### config.mk
export PLATFORM = sky130hd
export DESIGN_NAME = imem_loader
export DESIGN_NICKNAME = d
export VERILOG_FILES = /design/src/rtl/imem_loader_pkg.sv /design/src/rtl/imem_loader_word_assembler.sv /design/src/rtl/imem_loader.sv
export SDC_FILE = /design/constraint.sdc
export NUM_CORES = 1
export LEC_CHECK = 0
export ABC_AREA = 1
export BUFFER_PORTS_ARGS = -buffer_cell sky130_fd_sc_hd__buf_2
export CORE_UTILIZATION = 52
export DETAILED_ROUTE_END_ITERATION = 6
export PLACE_DENSITY = 0.85
export SYNTH_ARGS = -nofsm -noshare
export SYNTH_HDL_FRONTEND = slang
export SYNTH_SLANG_ARGS = --single-unit
### constraint.sdc
create_clock -name clk -period 2.3 [get_ports clk]
set_clock_uncertainty 0.2 [all_clocks]
set_input_delay 0.115 -clock clk [delete_from_list [all_inputs] [get_ports clk]]
set_output_delay 0.115 -clock clk [all_outputs]
set_load 0.005 [all_outputs]
### src/rtl/imem_loader_pkg.sv
// Shared types and constants for the instruction-memory loader.
package imem_loader_pkg;
    localparam int DEFAULT_ADDR_WIDTH = 10;
    localparam int HDR_BYTES          = 2;
    localparam int BYTES_PER_WORD     = 4;

    typedef enum logic [2:0] {
        HDR_LO,
        HDR_HI,
        DATA,
        CSUM,
        DONE,
        ERROR
    } state_t;
endpackage

### src/rtl/imem_loader_word_assembler.sv
// Packs little-endian bytes into 32-bit words; pulses word_complete with the finished word.
module word_assembler
    import imem_loader_pkg::*;
(
    input  logic        clk,
    input  logic        clear,
    input  logic        byte_en,
    input  logic [7:0]  byte_in,
    output logic [31:0] word,
    output logic        word_complete,
    output logic        last_byte
);
    logic [1:0] byte_cnt;

    assign last_byte = (byte_cnt == 2'(BYTES_PER_WORD - 1));

    always_ff @(posedge clk) begin
        if (clear) begin
            word          <= '0;
            byte_cnt      <= '0;
            word_complete <= 1'b0;
        end else begin
            word_complete <= byte_en && last_byte;
            if (byte_en) begin
                // shifting right leaves the first byte of the word in [7:0]
                word     <= {byte_in, word[31:8]};
                byte_cnt <= byte_cnt + 2'd1;
            end
        end
    end
endmodule

### src/rtl/imem_loader.sv
// Loads a framed byte stream into instruction memory and releases the CPU once the checksum matches.
//   state  | meaning
//   HDR_LO | waiting for word count low byte
//   HDR_HI | waiting for word count high byte
//   DATA   | receiving instruction bytes
//   CSUM   | waiting for checksum byte
//   DONE   | image good, CPU released
//   ERROR  | oversize count or bad checksum
module imem_loader
    import imem_loader_pkg::*;
#(
    parameter int ADDR_WIDTH = DEFAULT_ADDR_WIDTH
) (
    input  logic        clk,
    input  logic        reset,
    input  logic [7:0]  in_data,
    input  logic        in_valid,
    output logic        in_ready,
    output logic        imem_wr_en,
    output logic [63:0] imem_addr,
    output logic [31:0] imem_wr_data,
    output logic        cpu_reset,
    output logic        done,
    output logic        error
);
    localparam int MAX_WORDS = 2 ** ADDR_WIDTH;

    state_t                 state, state_next;
    logic [8*HDR_BYTES-1:0] n_words;
    logic [8*HDR_BYTES-1:0] hdr_n;
    logic [ADDR_WIDTH:0]    word_index;
    logic [7:0]             csum;
    logic                   accept, data_en, last_byte, last_word;

    assign accept    = in_valid && in_ready;
    assign data_en   = accept && (state == DATA);
    assign hdr_n     = {in_data, n_words[7:0]};
    assign last_word = (32'(word_index) + 32'd1) == 32'(n_words);

    word_assembler u_word_assembler (
        .clk           (clk),
        .clear         (reset),
        .byte_en       (data_en),
        .byte_in       (in_data),
        .word          (imem_wr_data),
        .word_complete (imem_wr_en),
        .last_byte     (last_byte)
    );

    always_comb begin
        state_next = state;
        unique case (state)
            HDR_LO: if (accept) state_next = HDR_HI;
            HDR_HI: if (accept) begin
                if (32'(hdr_n) > 32'(MAX_WORDS)) state_next = ERROR;
                else if (hdr_n == '0)            state_next = CSUM;
                else                             state_next = DATA;
            end
            DATA:   if (data_en && last_byte && last_word) state_next = CSUM;
            CSUM:   if (accept) state_next = (in_data == csum) ? DONE : ERROR;
            default: state_next = state;
        endcase
    end

    always_ff @(posedge clk) begin
        if (reset) begin
            state      <= HDR_LO;
            n_words    <= '0;
            word_index <= '0;
            csum       <= '0;
            imem_addr  <= '0;
            in_ready   <= 1'b0;
            cpu_reset  <= 1'b1;
            done       <= 1'b0;
            error      <= 1'b0;
        end else begin
            state     <= state_next;
            // status outputs follow the state being entered so they change on the deciding edge
            in_ready  <= state_next inside {HDR_LO, HDR_HI, DATA, CSUM};
            cpu_reset <= (state_next != DONE);
            done      <= (state_next == DONE);
            error     <= (state_next == ERROR);
            if (accept && state == HDR_LO) n_words[7:0]  <= in_data;
            if (accept && state == HDR_HI) n_words[15:8] <= in_data;
            if (data_en) begin
                csum <= csum ^ in_data;
                if (last_byte) begin
                    imem_addr  <= 64'({word_index, 2'b00});
                    word_index <= word_index + 1'b1;
                end
            end
        end
    end
endmodule

**After elaboration in Yosys (flattened, before gate mapping)**

Index checks and enable logic that the tools add are counted.

- Input port bits: 11
- Output and inout port bits: 101
- Flip-flop bits (word level): 88
- Word-level logic and storage cells: 49

- Order comparisons: 1
- Bitwise operators: 1
- Add/subtract/negate cells: 3
- Eq/ne operators: 12
- Mux-type cells: 8
- Reduce and logical (&&, ||, !) cells: 11

Operators by type and width:

| operator | count |
|---|---|
| 12-bit by 16-bit == test with 1-bit output | 1 |
| 16-bit by 11-bit greater-than comparator with 1-bit output, second input constant | 1 |
| 16-bit zero test | 1 |
| 3-bit 2-to-1 mux | 5 |
| 11-bit by 1-bit adder with 12-bit output, second input constant | 1 |
| 3-bit by 2-bit == test with 1-bit output, second input constant | 4 |
| 3-bit one-hot mux with 4 select lines | 1 |
| 11-bit by 1-bit adder with 11-bit output, second input constant | 1 |
| 8-bit == test | 1 |
| 8-bit bitwise XOR | 1 |
| 3-bit by 1-bit == test with 1-bit output, second input constant | 2 |
| 3-bit == test, second input constant | 2 |
| 1-bit logical AND | 6 |
| 3-bit zero test | 2 |
| 4-bit nonzero test | 1 |
| 3-bit != test, second input constant | 1 |
| 2-bit by 1-bit adder with 2-bit output, second input constant | 1 |
| 2-bit == test, second input constant | 1 |
| 1-bit 2-to-1 mux | 2 |
| 2-bit AND reduction | 1 |

**Logic depth before layout (Yosys ltp)**

Gate-level depths: netlist of run 1.

- Depth after elaboration: 8
- Gate-level depth with buffers: 15
- Depth with buffers taken out: 15

**Hierarchy**

From an unflattened synthesis of run 1, not the netlist that was laid out.

- Cells, all modules: 638
- Area total of the unflattened synthesis: 4362.9 um^2

Modules (own cells, without submodules):

| module | instances | seq. area each (um^2) | area each (um^2) | cells an instance |
|---|---|---|---|---|
| imem_loader | 1 | 1061.0 | 2930.3 | 419 |
| word_assembler | 1 | 700.7 | 1432.6 | 219 |

**Worst setup path before layout of run 1**

No wires, ideal clock.

- Kind: register to register
- Start: register word_index[0]
- End: register state[0]
- Stages on the path, launching flop included: 16
- Setup time: 65 ps
- Path buffers: 0
- Slack: 525 ps
- Required time: 2035 ps
- Clock period less this slack: 1775 ps
- Arrival: 1510 ps
- Cells stage by stage: dfxtp_1 ha_1 nand2_1 nor2_1 nand2_1 nand2_1 nand2_2 nand2_1 nand2_1 nor2_1 nand2_1 nor2_1 nand2_1 nand2_2 nand2_2 nor2_1

- Word-level cells in the longest chain between the ends: 5

RTL lines:

| element | RTL line | RTL |
|---|---|---|
| start: declaration | imem_loader.sv:31 | `logic [ADDR_WIDTH:0] word_index;` |
| start signal: assignment | imem_loader.sv:89 | `word_index <= word_index + 1'b1;` |
| 11-bit by 1-bit adder with 12-bit output | imem_loader.sv:38 | `assign last_word = (32'(word_index) + 32'd1) == 32'(n_words);` |
| 12-bit by 16-bit == test with 1-bit output | imem_loader.sv:38 |  |
| 1-bit logical AND | imem_loader.sv:59 | `DATA: if (data_en && last_byte && last_word) state_next = CSUM;` |
| 3-bit 2-to-1 mux | imem_loader.sv:59 |  |
| 3-bit one-hot mux with 4 select lines | imem_loader.sv:52 | `unique case (state)` |
| end signal: assignment | imem_loader.sv:77 | `state <= state_next;` |
| end: declaration | imem_loader.sv:28 | `state_t state, state_next;` |

No other way between the ends.
A chain may end at the register's enable or synchronous reset.

**Worst setup path after layout of run 1**

- Start: register word_index[0]
- End: register error

- Word-level cells in the longest chain between the ends: 6

RTL lines:

| element | RTL line | RTL |
|---|---|---|
| 11-bit by 1-bit adder with 12-bit output | imem_loader.sv:38 |  |
| 12-bit by 16-bit == test with 1-bit output | imem_loader.sv:38 |  |
| 1-bit logical AND | imem_loader.sv:59 |  |
| 3-bit 2-to-1 mux | imem_loader.sv:59 |  |
| 3-bit one-hot mux with 4 select lines | imem_loader.sv:52 |  |
| 3-bit == test | imem_loader.sv:82 | `error <= (state_next == ERROR);` |
| end signal: assignment | imem_loader.sv:82 |  |
| end: declaration | imem_loader.sv:24 | `output logic error` |

No other way between the ends.

==> results, run 1 <==
- The analysis attributes to net switching a power of between 0.7 and 0.8 mW.
- The synthesized area per cell is 7.23 µm².
- In the synthesized netlist the dominant register cell turns out to be dfxtp_1.
- After the first detailed-routing iteration, the DRC count stood at 301.
- The number of H-tree branching levels is 3.
- The classification of the worst-slack hold path is primary input to flop.
- Of the cells placed in the final design, the portion with a size suffix greater than 1 is 15.0%.
- The final HPWL from detailed placement is 6060 µm.
- Power spread over the standard cell area amounts to ~640 mW/mm².
- The number of setup buffers added after CTS is 0.
- Clock-pin slew was measured on the worst setup and hold paths at 100 ps.
- The maximum vdd drop is about 0.33 mV.
- The tree built by TritonCTS fans out to 88 sinks.
- The synthesized netlist occupies a cell area of 0.00412 mm².
- Of the total synthesized cell area, the portion taken by XOR and XNOR cells is 2.76%.
- After synthesis, the cell types taking the most area are dfxtp_1 43%, nand2_1 12%, buf_4 9.8%.
- Derived from the worst setup path, the maximum achievable clock frequency is 483 MHz.
- In this run the biggest area consumer among cell types represents between 40% and 50% of the synthesized area.
- The detailed-route vias per instance is 4.94.
- Routability-driven placement finished with a final weighted congestion of 0.836.
- The floorplan core area is 0.00769 mm².
- After clock tree synthesis, the repair step resized 0 gates.
- The share of total power dissipated in combinational logic is 7.3%.
- The count of unresolved DRC violations after routing is 0.
- Global routing used between 20% and 30% of the available tracks across all layers.
- The remaining global-route overflow is 0.
- For this run, the register share of the synthesized area comes to between 40% and 50%.
- For this block, the routed nets add up to 8800 µm of wire.
- 0 antenna diodes ended up in the layout.
- The largest family of logic cells by synthesized area is simple AND/OR/NAND/NOR gates.
- The buffer depth of the longest clock path is 2.
- In the final design database the tool counted between 600 and 700 nets.
- The number of warnings reported in the yosys synthesis log is 0.
- The flip-flop and latch count after synthesis is 88.
- STA classifies the critical path endpoint as a flop.
- The boundary pin count is 112.
- The first global-routing pass estimated ~15000 µm of wire.
- The die is 91.0 µm wide.
- Setup repair after global routing left no endpoint under its margin.
- The cell taking the most area after synthesis is dfxtp_1.
- Of all nets on the critical path, the largest fanout is 5.
- The number of max-slew violations in the final report is 0.
- The worst endpoint required time is approximately 2400 ps.
- Counting flops with an async set or reset pin after synthesis yields a share of 0%.
- The detailed-route wire length per cell is around 12 µm.
- The floorplan step defined a die boundary enclosing 0.00828 mm².
- The final critical-path setup slack is 229 ps.
- Summing the areas of all fa, ha and maj instances in the mapped netlist gives less than 1% of the synthesized area.
- Clock tree synthesis inserted a total of 9 buffers.
- The clock tree from TritonCTS is yes.
- The initialized floorplan defines 32 standard-cell rows.
- The root buffer cell is clkbuf_8.
- The synthesized netlist devotes between 20% and 30% of its cell area to simple gates.
- The number of antenna-violating nets in the routed design is 0.
- In the synthesized netlist, the number of instances is 570.
- Hold repair after CTS inserted 8 buffers.
- The setup TNS is 0 ps.
- The die height is 91.0 µm.
- The first-pass iteration count of the detailed router is 5.
- The post-route minimum period is 2070 ps.
- Compared with the post-synthesis result, the final layout area differs by 11.2%.
- The via count of the first global-routing pass was roughly 3200.
- The number of port buffers is 58.
- The part of the cycle the worst path needs is about 90%.
- The synthesized netlist devotes between 10% and 20% of its cell area to compound gates.
- The number of antenna violations at the first check in global routing is 0.
- Counting flops with a built-in enable in the synthesized netlist gives 0.
- The number of different library cells used by synthesis comes to 28.
- Of the total power, registers draw 53.7%.
- The fraction of synthesized area in multiplexers is 0%.
- For the pin with the worst max-slew slack, the measured transition is about 660 ps.
- The clock latency on the worst-skew pair is 360 ps.
- The relative contribution of the clock network to total power is 39.0%.
- The final-report hold violation count is 0.
- The data arrival time of the worst path is 2160 ps.
- The flow ran to the end, and the final reports show no timing, DRC or antenna violations.
- Net switching is approximately a quarter of the power.
- The initial cell density of the core is 53.6%.
- Across the run, the number of max-cap violations was 0.
- The layout has 679 filler cells.
- The total via count in the routed design is 3633.
- The worst max-slew margin expressed relative to the limit is between 50% and 60%.
- Internal power comes to 2.14 mW.
- The startpoint type of the worst setup path is a flop.
- The largest net degree at the start of global routing is 47.
- Setup violations remaining at the end of the flow were counted as 0.
- For this design the static power due to leakage is 2.04 nW.
- Timing analysis after detailed placement gives a worst setup slack of 301 ps.
- The critical path class is flop to flop.
worst paths after layout:
| check | start | end | slack, ps | cells after the start |
|---|---|---|---|---|
| worst max-delay path | word_index[0] | error | 230 | 13 |
| worst max register to register | word_index[0] | error | 230 | 13 |
| worst min register to register | imem_addr[2] | imem_addr[2] | 270 | 2 |
| worst min-delay path | reset | u_word_assembler.word[17] | 10 | 2 |
routing by layer:
layer,up-vias,global-route usage [%],wire length [µm]
met5,-,0,0
met4,0,9.66,222
met3,16,3.85,502
met2,152,38.4,4280
met1,1627,26.8,3790
li1,1838,-,-
state kept, by name, summed over array words and instances (netlist names), 2 cells and up:
| name | cells |
|---|---|
| imem_addr | 11 |
| u_word_assembler.word | 32 |
| csum | 8 |
| word_index | 11 |
| state | 3 |
| u_word_assembler.byte_cnt | 2 |
| n_words | 16 |
area by class of cell:
type	count	area, µm²	share of cell area (%)
multi-input combinational	418	1910	41.8
tap	102	128	2.79
clock buffer	9	124	2.70
inverter	39	146	3.20
sequential	88	1760	38.5
timing repair buffer	73	423	9.23
clock inverter	7	85.1	1.86
layout by cell type (no fill, tap or decap):
cell type / instances
o21ai_0: 43
nor3_1: 4
or2_2: 1
nand4_1: 3
xor2_1: 9
ha_1: 2
bufinv_16: 1
nand3b_1: 1
clkbuf_8: 9
a31oi_1: 2
inv_2: 1
nand3_2: 1
buf_4: 7
nor2_1: 52
inv_1: 38
dlygate4sd3_1: 8
dfxtp_1: 88
conb_1: 53
clkinvlp_4: 2
a21oi_1: 70
inv_8: 2
or2_1: 1
buf_2: 58
nand2_2: 5
nor2_4: 4
o21ai_1: 1
xnor2_1: 4
a22oi_1: 1
nand2_1: 131
nor2_2: 2
nand3_1: 28
inv_6: 2
power groups by stage:
stage                     clock network [mW]  logic (mW)  registers (mW)
final                                   1.14       0.212            1.56
after global placement                     0       0.192            1.60
after floorplan                            0       0.207            1.59
after global routing                    1.21       0.241            1.57
after detailed placement                   0       0.196            1.60
after CTS                               1.14       0.209            1.56
through the flow:
stage | cells | utilization [%] | hold slack (ps) | area (µm²) | total power, mW
3_3_place_gp | 712 | 55.8 | 242 | 4290 | 1.79
4_1_cts | 736 | 59.6 | 12.3 | 4580 | 2.91
2_1_floorplan | 622 | - | 59.6 | 4320 | 1.80
5_1_grt | 736 | 59.6 | 31.3 | 4580 | 3.02
6_report | 736 | 59.6 | 13.0 | 4580 | 2.91
3_5_place_dp | 712 | 55.8 | 246 | 4290 | 1.79
synthesized netlist by cell type, types with 4 or more instances:
cell and instances:
nand2_1 131, dfxtp_1 88, a21oi_1 70, buf_4 54, nor2_1 52, o21ai_0 43
inv_1 38, nand3_1 28, clkbuf_1 17, xor2_1 9, nand2_2 5, buf_1 4
nor2_4 4, nor3_1 4, xnor2_1 4
critical path, stage by stage, from the launching register on:
cell and delay, ps:
dfxtp_1 420, ha_1 290, nand2_1 140, nor2_4 200
nand2_1 70, nand2_1 70, nand2_1 70, nand2_1 70
nand3_1 70, nor2_1 90, nand2_1 100, nand2_2 80
nand2_2 60, nor2_1 80
cell families after synthesis:
logic type / after synthesis
flip-flops: 88
adder cells (fa/ha/maj): 2
buffers and inverters: 116
AND/OR/NAND/NOR: 233
AO/OA/AOI/OAI: 117
other: 1
XOR/XNOR: 13
No activity file was read; power rests on OpenSTA's default activity.
==> inputs of run 2 (changes only) <==
--- a/config.mk
+++ b/config.mk
@@ -9,6 +9,7 @@
 export BUFFER_PORTS_ARGS = -buffer_cell sky130_fd_sc_hd__buf_2
 export CORE_UTILIZATION = 52
 export DETAILED_ROUTE_END_ITERATION = 6
+export HOLD_SLACK_MARGIN = 0.08
 export PLACE_DENSITY = 0.85
 export SYNTH_ARGS = -nofsm -noshare
 export SYNTH_HDL_FRONTEND = slang
==> run 2 against run 1 <==
  * Non-clock buffer count rose by 2
  * Critical endpoint unchanged
  * Die area unchanged
  * Largest power group unchanged
  * First-iteration DRC count down 3.0%
  * Hold slack better by 260 ps
  * Utilization is 0.26 points higher
==> results, run 2 (same netlist as run 1, synthesis figures left out) <==
- Setup repair after global routing left no endpoint under its margin.
- From left edge to right edge, the die measures 91.0 µm.
- For this design the static power due to leakage is 2.05 nW.
- The library cell used most frequently in the layout, excluding fill and tap cells, is nand2_1.
- After routing, the total negative slack on setup checks comes to 0 ps.
- The number of H-tree branching levels is 3.
- Of the cells placed in the final design, the portion with a size suffix greater than 1 is 14.9%.
- The startpoint type of the worst setup path is a flop.
- The register with the highest flop count is u_word_assembler.word.
- In this run the deepest clock path goes through 2 buffers.
- Relative to the synthesized area, the layout overhead comes to 11.7%.
- The count of unresolved DRC violations after routing is 0.
- Routability-driven placement finished with a final weighted congestion of approximately 0.84.
- Clock tree synthesis found a total of just under 90 sinks.
- Across every metal layer, demand over resource in global routing totals 22.2%.
- The top routing layer in use is met4.
- Max-cap violations in this run came to 0.
- Clock-pin slew was measured on the worst setup and hold paths at 90 ps.
- The ratio of total power to cell area is 633 mW/mm².
- The final HPWL from detailed placement is between 6000 and 7000 µm.
- In the finished design, the share of the clock period the worst path needs comes to 89.9%.
- In this run the tightest slew margin relative to its limit is a little under three fifths.
- The count of nets left with antenna violations once routing finished came out at 0.
- The floorplan step set the die height to 91.0 µm.
- The slack of the worst reg-to-reg path is 230 ps.
- The detailed-route wire length per cell is about 12 µm.
- The first detailed-routing pass took 5 iterations.
- The run finished with clean final reports.
- The remaining global-route overflow is 0.
- The wire length of the first global-routing pass is between 10000 and 15000 µm.
- The number of antenna violations at the first check in global routing came to 0.
- In this run the standard cell core region covers 0.00769 mm².
- For the pin with the worst max-slew slack, the measured transition is 668 ps.
- The number of standard-cell rows in the floorplan is 32.
- The type of element capturing the critical path is a flop.
- The total via count in the routed design is 3644.
- The number of flip-flops under the largest register name is 32.
- Input and output buffers added on the ports amount to 58.
- IR analysis of the VDD net gives a maximum drop of 0.335 mV.
- The worst endpoint required time is 2390 ps.
- The routed design has 8820 µm of wire.
- After detailed routing, the number of vias per cell comes to 4.94.
- The met2 wirelength from detailed routing is 4280 µm.
- In the final design database the tool counted ~640 nets.
- The total CTS buffers is 9.
- In the final layout, the registers with the most flip-flops are u_word_assembler.word x32, n_words x16.
- In this run the count of I/O pins placed on the die edge is 112.
- In this run the worst path has a maximum fanout of 5.
- The via count of the first global-routing pass is 3244.
- The iteration-0 DRC count of the detailed router is 292.
- The clock tree from TritonCTS is yes.
- Setup violations remaining at the end of the flow were counted as 0.
- The post-route minimum period is 2070 ps.
- In the final routing, the length of wire on met1 measures roughly 3800 µm.
- For the worst-skew pair, the clock arrives at the later sink with an insertion delay of 360 ps.
- The post-CTS setup buffer count is 0.
- Once the floorplan was initialized, standard cells occupied 53.6% of the core.
- CTS placed an instance of clkbuf_8 at the clock tree root.
- The data arrival time of the worst path is 2160 ps.
- The number of antenna diodes in the final layout is 0.
- The die covers between 0.008 and 0.009 mm².
- Entering global routing, the biggest net connects 47 pins.
- The classification of the worst-slack hold path is flop to flop.
- The library cells used most frequently in the layout, excluding fill and tap cells, are 131 x nand2_1, 88 x dfxtp_1, 70 x a21oi_1, 58 x buf_2, 53 x conb_1.
- Static timing analysis puts the maximum clock frequency at between 400 and 500 MHz.
- Fill cells in the final layout number 676.
- The critical path class is flop to flop.
- The routed length on met3 is 489 µm.
- Cells fill 59.8% of the core in the end.
- The number of max-slew violations in the final report was 0.
- The final-report hold violation count came to 0.
[run 2: cell types whose count changed in the layout (fill, tap and decap cells not counted)]
cell / change
dlygate4sd3_1: +2
[run 2: where the power goes]
part	switching, mW	total (mW)	internal (mW)
combinational	0.142	0.214	0.0726
sequential	0.0162	1.56	1.55
clock	0.611	1.14	0.525
[run 2: area by class of cell]
type / count / area, µm² / share of cell area (%)
multi-input combinational: 418 / 1910 / 41.6
sequential: 88 / 1760 / 38.3
timing repair buffer: 75 / 443 / 9.63
inverter: 39 / 146 / 3.18
tap: 102 / 128 / 2.77
clock buffer: 9 / 124 / 2.69
clock inverter: 7 / 85.1 / 1.85
[run 2: final timing paths]
kind / startpoint / endpoint / depth (start not counted)
hold reg to reg: imem_addr[2] / imem_addr[2] / 2
setup reg to reg: word_index[0] / error / 13
setup / recovery: word_index[0] / error / 13
hold / removal: imem_addr[2] / imem_addr[2] / 2
[run 2: layer usage]
metal | vias up | global-route usage (%)
li1 | 1843 | -
met1 | 1629 | 26.8
met3 | 17 | 3.85
met5 | - | 0
met2 | 155 | 38.6
met4 | 0 | 9.66
[run 2: repair_timing]
action | in CTS | in global routing
hold buffers | 10 | 0
endpoints found under the setup margin | 0 | 0
gates resized for setup | 0 | 0
hold endpoints to repair | 54 | 0
[run 2: worst max-delay path, cell delays in order (launching register included)]
cell and delay, ps:
dfxtp_1 420, ha_1 290, nand2_1 140, nor2_4 200
nand2_1 70, nand2_1 70, nand2_1 70, nand2_1 60
nand3_1 70, nor2_1 90, nand2_1 100, nand2_2 80
nand2_2 60, nor2_1 80
[run 2: stage by stage]
stage	worst slack [ps]	power, mW	cell area (µm²)	instances	hold slack, ps
detailed placement	301	1.79	4290	712	246
global placement	358	1.79	4290	712	242
global route	11.0	3.02	4600	738	292
CTS	250	2.91	4600	738	270
finish	231	2.91	4600	738	269
floorplan	525	1.80	4320	622	59.6
==> inputs of run 3 (changes only) <==
--- a/config.mk
+++ b/config.mk
@@ -6,7 +6,7 @@
 export NUM_CORES = 1
 export LEC_CHECK = 0
 export ABC_AREA = 1
-export BUFFER_PORTS_ARGS = -buffer_cell sky130_fd_sc_hd__buf_2
+export BUFFER_PORTS_ARGS = -buffer_cell sky130_fd_sc_hd__buf_4
 export CORE_UTILIZATION = 52
 export DETAILED_ROUTE_END_ITERATION = 6
 export HOLD_SLACK_MARGIN = 0.08
==> run 3 against run 2 <==
  * Critical endpoint is now state[0]
  * Final cell count shrank 0.27%
  * Sequential share of layout area decreased by 0.82 points
  * Routed wire length is 3.6% lower
  * Clock-buffer cell count did not move
  * Sequential cell count is the same
==> results, run 3 (same netlist as run 1, synthesis figures left out) <==
- The register with the most flip-flops in the final layout is u_word_assembler.word.
- The final core area utilization is between 60% and 70%.
- The finished layout holds 736 standard cells, fillers aside.
- The final-report hold violation count came to 0.
- In this run the standard cell core region covers 0.00769 mm².
- The final layout contains 642 nets.
- Summed over all nets, the half-perimeter wirelength after detailed placement is between 5000 and 6000 µm.
- The initial cell density of the core is 53.6%.
- In the routed design, unresolved DRC markers number 0.
- The clock latency on the worst-skew pair is 360 ps.
- The iteration-0 DRC count of the detailed router is 218.
- The type of element capturing the critical path is a flop.
- The repair_antennas step left the layout with diodes totalling 0.
- Dividing the detail-routed via count by the number of cells gives 4.96.
- The first TritonRoute pass finished after 5 iterations.
- The maximum vdd drop is 0.346 mV.
- The via count of the first global-routing pass is 3161.
- Pin placement for this block handled roughly 110 I/O pins.
- Setup total negative slack on the finished layout was measured at 0 ps.
- The flow ran to the end, and the final reports show no timing, DRC or antenna violations.
- The startpoint type of the worst setup path is a flop.
- Setup repair after global routing left no endpoint under its margin.
- The setup path with the least slack is of type flop to flop.
- In this run the number of H-tree levels came out at 3.
- The startpoint of the most critical setup path is word_index[0].
- The total routed wirelength is 8500 µm.
- The clock input transition at the sequential cells of the worst setup and hold paths is 90 ps.
- The total CTS buffers is 9.
- At the pin with the least slew margin, the transition time is 652 ps.
- Leaving out fill and tap cells, the most frequent cell in the layout is nand2_1.
- The depth of the worst register-to-register path is 15.
- The number of placed instances, taps included, is slightly above 700.
- The clock tree from TritonCTS is yes.
- Counting every sink on the clock net gives 88.
- The number of cells upsized or downsized after cts is 0.
- The number of flip-flops under the largest register name is 32.
- Global routing finished with a remaining overflow of 0.
- The number of max-slew violations in the final report is 0.
- The die is 91.0 µm tall.
- The overall fraction of global-route tracks in use is 21.4%.
- The fraction of final layout cells with drive strength greater than 1 is 14.7%.
- The worst pin sits at a relative slew slack of between 50 and 60%.
- The count of nets left with antenna violations once routing finished came out at 0.
- Once placement finished, the instance area stood at 0.00442 mm².
- The die area is 0.00828 mm².
- The library cells used most frequently in the layout, excluding fill and tap cells, are 131 x nand2_1, 88 x dfxtp_1, 70 x a21oi_1, 63 x buf_4, 53 x conb_1.
- The largest registers in the layout are u_word_assembler.word x32, n_words x16.
- The hold buffer count at CTS is 10.
- Summed over all cells, the static leakage comes to 2.03 nW.
- The ratio of total power to cell area is 590 mW/mm².
- The number of port buffers is 58.
- Counting along the longest clock path gives a buffer depth of 2.
- The post-route cell area is approximately 0.0047 mm².
- The floorplan has 32 rows.
- The launch point of the worst reg-to-reg path is word_index[0].
- The root buffer cell is clkbuf_8.
- The timing endpoint of the critical path is state[0].
- The congestion estimate from routability-driven global placement came to 0.839.
- The setup check on the worst reg-to-reg path leaves a slack of 140 ps.
- The number of antenna violations at the first check in global routing was 0.
- The wire length of the first global-routing pass is 14400 µm.
- The upper clock frequency limit is 463 MHz.
- The part of the cycle the worst path needs is 94.0%.
- The data arrival time of the worst path is 2260 ps.
- Setup violations remaining at the end of the flow were counted as 0.
- The classification of the worst-slack hold path is flop to flop.
- The hold path startpoint is imem_addr[2].
- The reported max-cap violation count is 0.
- The total via count in the routed design is 3650.
- Entering global routing, the biggest net connects 47 pins.
- The post-CTS setup buffer count is 0.
- The die is 91.0 µm wide.
- After detailed routing, the average wire length per cell comes to ~12 µm.
- The capture point of the worst reg-to-reg path is state[0].
- The post-route minimum period is 2160 ps.
- From synthesis to final layout, the design area changed by 14.1%.
- The worst endpoint required time is 2400 ps.
- The maximum fanout along the worst path is 5.
## run 3: report_power, final
group | internal [mW] | switching, mW
clock network | 0.403 | 0.588
registers | 1.55 | 0.0162
logic | 0.0771 | 0.142
## run 3: layout make-up
class                      count  area [µm²]
clock buffer                   9         124
clock inverter                 7        55.1
fill                         671        2990
inverter                      39         146
multi-input combinational    418        1910
sequential                    88        1760
tap                          102         128
timing repair buffer          73         573
## run 3: worst max-delay path, stage by stage, from the launching register on
cell	delay (ps)
dfxtp_1	430
ha_1	300
nand2_1	160
nor2_1	120
nand2_1	60
nand2_1	70
nand2_2	60
nand2_1	60
nand2_1	50
nor2_1	110
nand2_1	70
nor2_1	80
nand2_1	100
nand2_2	90
nand2_2	60
nor2_1	80
## run 3: how the worst min path moves through the flow
| stage | cells past startpoint | end | slack [ps] |
|---|---|---|---|
| after floorplan | 2 | u_word_assembler.word[24] | 60 |
| after global placement | 3 | u_word_assembler.word[31] | 230 |
| after detailed placement | 3 | u_word_assembler.word[31] | 230 |
| after CTS | 2 | u_word_assembler.word[5] | 270 |
| after global routing | 2 | imem_addr[2] | 300 |
| final | 2 | imem_addr[2] | 270 |
## run 3: routing by layer
layer,GRT usage (%),vias up,part of all wire (%)
li1,-,1834,-
met1,26.7,1638,44
met2,35.2,152,47
met3,5.78,26,6.3
met4,8.33,0,2.5
met5,0,-,0
## run 3: metrics by stage
stage               power [mW]  setup WS [ps]  hold slack [ps]
floorplan                 1.80            525             59.6
global placement          1.79            340              229
detailed placement        1.80            230              233
CTS                       2.79            198              272
global route              2.90           35.6              298
finish                    2.77            138              271
